File: src/rtl/rom_burst_arbiter_if.sv
// Bundles the requester, ROM and beat-output signals of the ROM burst arbiter.
// The master side is the surrounding system; the slave side is the arbiter.
interface rom_burst_arbiter_if #(
  parameter int DATA_WIDTH = 8,
  parameter int ADDR_WIDTH = 3
);
  logic [1:0]            req;
  logic [ADDR_WIDTH-1:0] start_addr0;
  logic [ADDR_WIDTH-1:0] start_addr1;
  logic [ADDR_WIDTH-1:0] len0;
  logic [ADDR_WIDTH-1:0] len1;
  logic [1:0]            gnt;
  logic [ADDR_WIDTH-1:0] rom_addr;
  logic [DATA_WIDTH-1:0] rom_q;
  logic [DATA_WIDTH-1:0] out_data;
  logic                  out_valid;
  logic                  out_ready;
  logic                  out_id;
  logic                  out_last;
  logic                  busy;

  modport master (
    output req, start_addr0, start_addr1, len0, len1, rom_q, out_ready,
    input  gnt, rom_addr, out_data, out_valid, out_id, out_last, busy
  );

  modport slave (
    input  req, start_addr0, start_addr1, len0, len1, rom_q, out_ready,
    output gnt, rom_addr, out_data, out_valid, out_id, out_last, busy
  );
endinterface

File: src/rtl/rom_burst_arbiter.sv
// Round-robin arbiter between two requesters that streams a wrapping burst of
// words from an asynchronous ROM into a single registered valid/ready output.
module rom_burst_arbiter #(
  parameter int DATA_WIDTH = 8,
  parameter int ADDR_WIDTH = 3
) (
  input logic                clk,
  input logic                reset_n,
  rom_burst_arbiter_if.slave bus
);

  typedef enum logic [1:0] {IDLE, BURST, DRAIN} state_t;

  state_t                state_q, state_d;
  logic [ADDR_WIDTH-1:0] cur_addr_q, cur_addr_d;
  logic [ADDR_WIDTH-1:0] remaining_q, remaining_d;
  logic [DATA_WIDTH-1:0] out_data_q, out_data_d;
  logic                  out_valid_q, out_valid_d;
  logic                  out_last_q, out_last_d;
  logic                  out_id_q, out_id_d;
  logic                  owner_q, owner_d;
  logic                  last_served_q, last_served_d;
  logic [1:0]            gnt_c;
  logic                  winner;
  logic                  advance;

  // On a tie the requester that was not served last wins.
  assign winner  = bus.req[1] & (~bus.req[0] | ~last_served_q);
  assign advance = ~out_valid_q | bus.out_ready;

  always_comb begin
    state_d       = state_q;
    cur_addr_d    = cur_addr_q;
    remaining_d   = remaining_q;
    out_data_d    = out_data_q;
    out_valid_d   = out_valid_q;
    out_last_d    = out_last_q;
    out_id_d      = out_id_q;
    owner_d       = owner_q;
    last_served_d = last_served_q;
    gnt_c         = 2'b00;

    case (state_q)
      IDLE: begin
        if (bus.req != 2'b00) begin
          gnt_c         = winner ? 2'b10 : 2'b01;
          owner_d       = winner;
          last_served_d = winner;
          cur_addr_d    = winner ? bus.start_addr1 : bus.start_addr0;
          remaining_d   = winner ? bus.len1 : bus.len0;
          state_d       = BURST;
        end
      end
      BURST: begin
        if (advance) begin
          out_data_d  = bus.rom_q;
          out_valid_d = 1'b1;
          out_id_d    = owner_q;
          cur_addr_d  = cur_addr_q + 1'b1;
          // A zero remaining count means the word being loaded closes the burst.
          if (remaining_q == '0) begin
            out_last_d = 1'b1;
            state_d    = DRAIN;
          end else begin
            remaining_d = remaining_q - 1'b1;
          end
        end
      end
      DRAIN: begin
        if (out_valid_q && bus.out_ready) begin
          out_valid_d = 1'b0;
          out_last_d  = 1'b0;
          state_d     = IDLE;
        end
      end
      default: state_d = IDLE;
    endcase
  end

  always_ff @(posedge clk or negedge reset_n) begin
    if (!reset_n) begin
      state_q       <= IDLE;
      cur_addr_q    <= '0;
      remaining_q   <= '0;
      out_data_q    <= '0;
      out_valid_q   <= 1'b0;
      out_last_q    <= 1'b0;
      out_id_q      <= 1'b0;
      owner_q       <= 1'b0;
      last_served_q <= 1'b1;
    end else begin
      state_q       <= state_d;
      cur_addr_q    <= cur_addr_d;
      remaining_q   <= remaining_d;
      out_data_q    <= out_data_d;
      out_valid_q   <= out_valid_d;
      out_last_q    <= out_last_d;
      out_id_q      <= out_id_d;
      owner_q       <= owner_d;
      last_served_q <= last_served_d;
    end
  end

  // The grant is combinational so the burst start address is loaded at the grant edge.
  assign bus.gnt       = reset_n ? gnt_c : 2'b00;
  assign bus.rom_addr  = (state_q == IDLE) ? '0 : cur_addr_q;
  assign bus.out_data  = out_data_q;
  assign bus.out_valid = out_valid_q;
  assign bus.out_last  = out_last_q;
  assign bus.out_id    = out_id_q;
  assign bus.busy      = (state_q != IDLE);

endmodule
File: src/flat_wrapper.sv
// flat-port wrapper written by rule: the top's interface ports become plain ports
module rom_burst_arbiter_flat 
#(
  parameter int DATA_WIDTH = 8,
  parameter int ADDR_WIDTH = 3
)
  (clk, reset_n, bus_req, bus_start_addr0, bus_start_addr1, bus_len0, bus_len1, bus_rom_q, bus_out_ready, bus_gnt, bus_rom_addr, bus_out_data, bus_out_valid, bus_out_id, bus_out_last, bus_busy);
  rom_burst_arbiter_if #(.DATA_WIDTH(DATA_WIDTH), .ADDR_WIDTH(ADDR_WIDTH)) bus_i ();
  input logic clk;
  input logic reset_n;
  input wire logic [$bits(bus_i.req)-1:0] bus_req;
  input wire logic [$bits(bus_i.start_addr0)-1:0] bus_start_addr0;
  input wire logic [$bits(bus_i.start_addr1)-1:0] bus_start_addr1;
  input wire logic [$bits(bus_i.len0)-1:0] bus_len0;
  input wire logic [$bits(bus_i.len1)-1:0] bus_len1;
  input wire logic [$bits(bus_i.rom_q)-1:0] bus_rom_q;
  input wire logic [$bits(bus_i.out_ready)-1:0] bus_out_ready;
  output wire logic [$bits(bus_i.gnt)-1:0] bus_gnt;
  output wire logic [$bits(bus_i.rom_addr)-1:0] bus_rom_addr;
  output wire logic [$bits(bus_i.out_data)-1:0] bus_out_data;
  output wire logic [$bits(bus_i.out_valid)-1:0] bus_out_valid;
  output wire logic [$bits(bus_i.out_id)-1:0] bus_out_id;
  output wire logic [$bits(bus_i.out_last)-1:0] bus_out_last;
  output wire logic [$bits(bus_i.busy)-1:0] bus_busy;
  assign bus_i.req = bus_req;
  assign bus_i.start_addr0 = bus_start_addr0;
  assign bus_i.start_addr1 = bus_start_addr1;
  assign bus_i.len0 = bus_len0;
  assign bus_i.len1 = bus_len1;
  assign bus_i.rom_q = bus_rom_q;
  assign bus_i.out_ready = bus_out_ready;
  assign bus_gnt = bus_i.gnt;
  assign bus_rom_addr = bus_i.rom_addr;
  assign bus_out_data = bus_i.out_data;
  assign bus_out_valid = bus_i.out_valid;
  assign bus_out_id = bus_i.out_id;
  assign bus_out_last = bus_i.out_last;
  assign bus_busy = bus_i.busy;
  rom_burst_arbiter #(.DATA_WIDTH(DATA_WIDTH), .ADDR_WIDTH(ADDR_WIDTH)) u_core (.clk(clk), .reset_n(reset_n), .bus(bus_i));
endmodule
File: config.mk
export PLATFORM = sky130hd
export DESIGN_NAME = rom_burst_arbiter_flat
export DESIGN_NICKNAME = d
export VERILOG_FILES = /design/src/rtl/rom_burst_arbiter_if.sv /design/src/rtl/rom_burst_arbiter.sv /design/src/flat_wrapper.sv
export SDC_FILE = /design/constraint.sdc
export NUM_CORES = 1
export LEC_CHECK = 0
export BUFFER_PORTS_ARGS = -buffer_cell sky130_fd_sc_hd__buf_2
export CORE_AREA = 2 2 54 56
export DETAILED_ROUTE_END_ITERATION = 6
export DIE_AREA = 0 0 56 58
export PLACE_DENSITY_LB_ADDON = 0.12
export SLEW_MARGIN = 40
export SYNTH_ARGS = -nofsm -noshare
export SYNTH_HDL_FRONTEND = slang
export SYNTH_SLANG_ARGS = --single-unit
File: constraint.sdc
create_clock -name clk -period 2.35 [get_ports clk]
set_clock_uncertainty 0.2 [all_clocks]
set_input_delay 0.235 -clock clk [delete_from_list [all_inputs] [get_ports clk]]
set_output_delay 0.235 -clock clk [all_outputs]
set_load 0.02 [all_outputs]
==> metrics <==
worst skew pair latency=0.30 ns; first-pass GRT wire length=4130 um; Cell Count, Final, Fillers Out=204; crit path capture type=primary output; status=complete, no violations; Clock Path Buffers=2; Post-synth ARST share=100%; drt drc=0; Worst Path Max Fanout=12; multi-input logic area=661 um2; Fin. Hold Viols=0; antenna viol nets, final=0; Mapped Nets=151; fmax=470 MHz; via count=1,042; fill count=235; Net Sw Frac=43.0%; Final Wtd Congestion=0.732; Final Setup Violations=0; H-tree Lvls=1; ANT cells=0; initial core utilization=46.3%; crit path kind=register to primary output; worst hold path type=primary input to register; critical path required time=1.91 ns; Synth cell types=35; ys flop type=dfrtp_1; Avg Inst Size Synth=10.4 um2; Synth area leader=dfrtp_1; clock slew at reported path FFs=0.12 ns; routed wire length=2420 um; area share of the largest cell type after synthesis=40.6%; GRT overflow=0; crit start category=register; total core area=2660 um2; most frequent cells after synthesis=dfrtp_1 (20), mux2_2 (11), nand2_1 (11); Mapped Cells=119; CTS tree=yes; sequential power share=32.1%; initial antenna violation count=0; largest net degree at the start of global routing=14; combinational group share of total power=59.6%; Power Dens Cells=1300 nW/um2; Leakage=0.804 nW; max_slew headroom=71.6%; Clock Sink Count=21; net switching power=898 uW; synth top area cells=dfrtp_1 (41%), mux2_2 (10%), ha_1 (7.1%); VDD IR max=0.776 mV; Total GRT Usage=16.0%; layout cells sized above 1=37.6%; Final HPWL DP=1850 um; Area Growth Syn to Fin=30.5%; Area after DPL=1480 um2; vias per cell=5.11; max cap viols=0; Seq/Total Area, Yosys=42.7%; die width=56 um; die area=3250 um2; setup TNS=0 ns; #FFs+latches synth=21; leading cell type by number of instances after synthesis=dfrtp_1; Worst-Margin Slew=0.426 ns; root buffer cell=clkbuf_4; first-pass iteration count of the detailed router=4; Post-synth EDFFs=0; Int Pwr=1.19 mW; total CTS buffers=3; I/O Pins=42; WL per Instance=11.9 um; final worst-path cycle share=90.6%; Rows=19; clock period minus worst slack=2.13 ns; mapped cell area=1230 um2; Die Y=58 um; vias in the first global route=992; Max Slew Vio Count=0; Placed Instances=190; final instance area=1610 um2; Clock power frac=8.4%; crit path DAT=1.69 ns; register area=527 um2; nets=206; Detailed Route Iter0 Violations=22; Port Buf Inserts=41; unrepaired setup endpoints after global routing=no; final hold slack=0.0281 ns; yosys warns=0
placed cells by master (no fill, tap or decap), types with 2 or more instances in the layout:
| master | synthesis | layout |
|---|---|---|
| buf_2 | 3 | 41 |
| dfrtp_1 | 20 | 20 |
| nand2_1 | 11 | 11 |
| mux2_2 | 11 | 11 |
| dlygate4sd3_1 | 0 | 10 |
| nor2_1 | 9 | 9 |
| inv_1 | 7 | 7 |
| ha_1 | 7 | 7 |
| nor2b_1 | 5 | 5 |
| o21ai_0 | 5 | 5 |
| a21oi_1 | 4 | 4 |
| nand2b_1 | 4 | 4 |
| mux2i_1 | 4 | 4 |
| mux2_1 | 3 | 3 |
| o21ai_1 | 3 | 3 |
| clkbuf_4 | 0 | 3 |
| buf_4 | 0 | 3 |
| nand3_1 | 2 | 2 |
| a221o_1 | 2 | 2 |
state kept, by name, indices dropped and copies added (netlist names):
| name | cells |
|---|---|
| u_core.bus.out_data | 8 |
| u_core.cur_addr_q | 3 |
| u_core.remaining_q | 3 |
| u_core.state_q | 2 |
| u_core.bus.out_id | 1 |
| u_core.bus.out_last | 1 |
| u_core.bus.out_valid | 1 |
| u_core.last_served_q | 1 |
| u_core.owner_q | 1 |
cell type report:
class | count | share of cell area, %
multi-input combinational | 87 | 41.1
sequential | 21 | 32.8
timing repair buffer | 54 | 20.4
tap | 31 | 2.41
inverter | 7 | 1.63
clock buffer | 3 | 1.40
clock inverter | 1 | 0.311
logic make-up after synthesis:
| group | Yosys count | synth area share, % |
|---|---|---|
| mux | 18 | 16.0 |
| buf+inv | 11 | 3.65 |
| flops | 21 | 42.7 |
| compound gates | 24 | 14.3 |
| fa+ha+maj | 7 | 7.11 |
| simple gates | 38 | 16.1 |
repair_timing:
action,4_1_cts,5_1_grt
hold buffers,10,0
hold endpoints to repair,29,0
resized for setup,0,0
setup buffers,0,0
power by group through the flow:
stage               Clock (mW)  Combinational (mW)  Sequential, mW
floorplan                    0               0.821           0.773
global placement             0                1.21           0.666
detailed placement           0                1.25           0.679
CTS                      0.191                1.26           0.670
global route             0.202                1.38           0.697
finish                   0.174                1.24           0.669
through the flow:
step	setup WS (ns)	utilization (%)	total power [mW]
2_1_floorplan	0.528	-	1.59
3_3_place_gp	0.478	55.6	1.87
3_5_place_dp	0.405	55.6	1.92
4_1_cts	0.183	60.4	2.12
5_1_grt	0.0919	60.4	2.28
6_report	0.221	60.4	2.09
final timing paths:
check                      slack (ns)  depth (start not counted)                    to               from
hold reg to reg                  0.31                          2        u_core.owner_q     u_core.owner_q
setup / recovery                 0.22                          7            bus_gnt[0]  u_core.state_q[1]
min in group asynchronous        0.13                          2  u_core.cur_addr_q[2]            reset_n
hold / removal                   0.03                          3  u_core.last_served_q         bus_req[1]
max in group asynchronous        1.29                          3  u_core.last_served_q            reset_n
setup reg to reg                 0.39                          5  u_core.cur_addr_q[2]  u_core.state_q[1]
critical path, cell delays in order (launching register included):
cell and delay (ns):
dfrtp_1 0.42, inv_1 0.10, ha_1 0.17, buf_4 0.18, nand2_1 0.07, a21oi_1 0.16, and2_1 0.14, buf_2 0.15
per-layer routing:
metal  share of wire [%]  GRT usage, %  vias up  routed length (um)
met2                  50          28.1       23                1220
li1                    -             -      522                   -
met5                   0             0        -                   0
met4                0.66          6.12        0                  16
met3                 4.8          2.68        2                 117
met1                  44          19.8      495                1070
No activity file was read; power rests on OpenSTA's default activity.
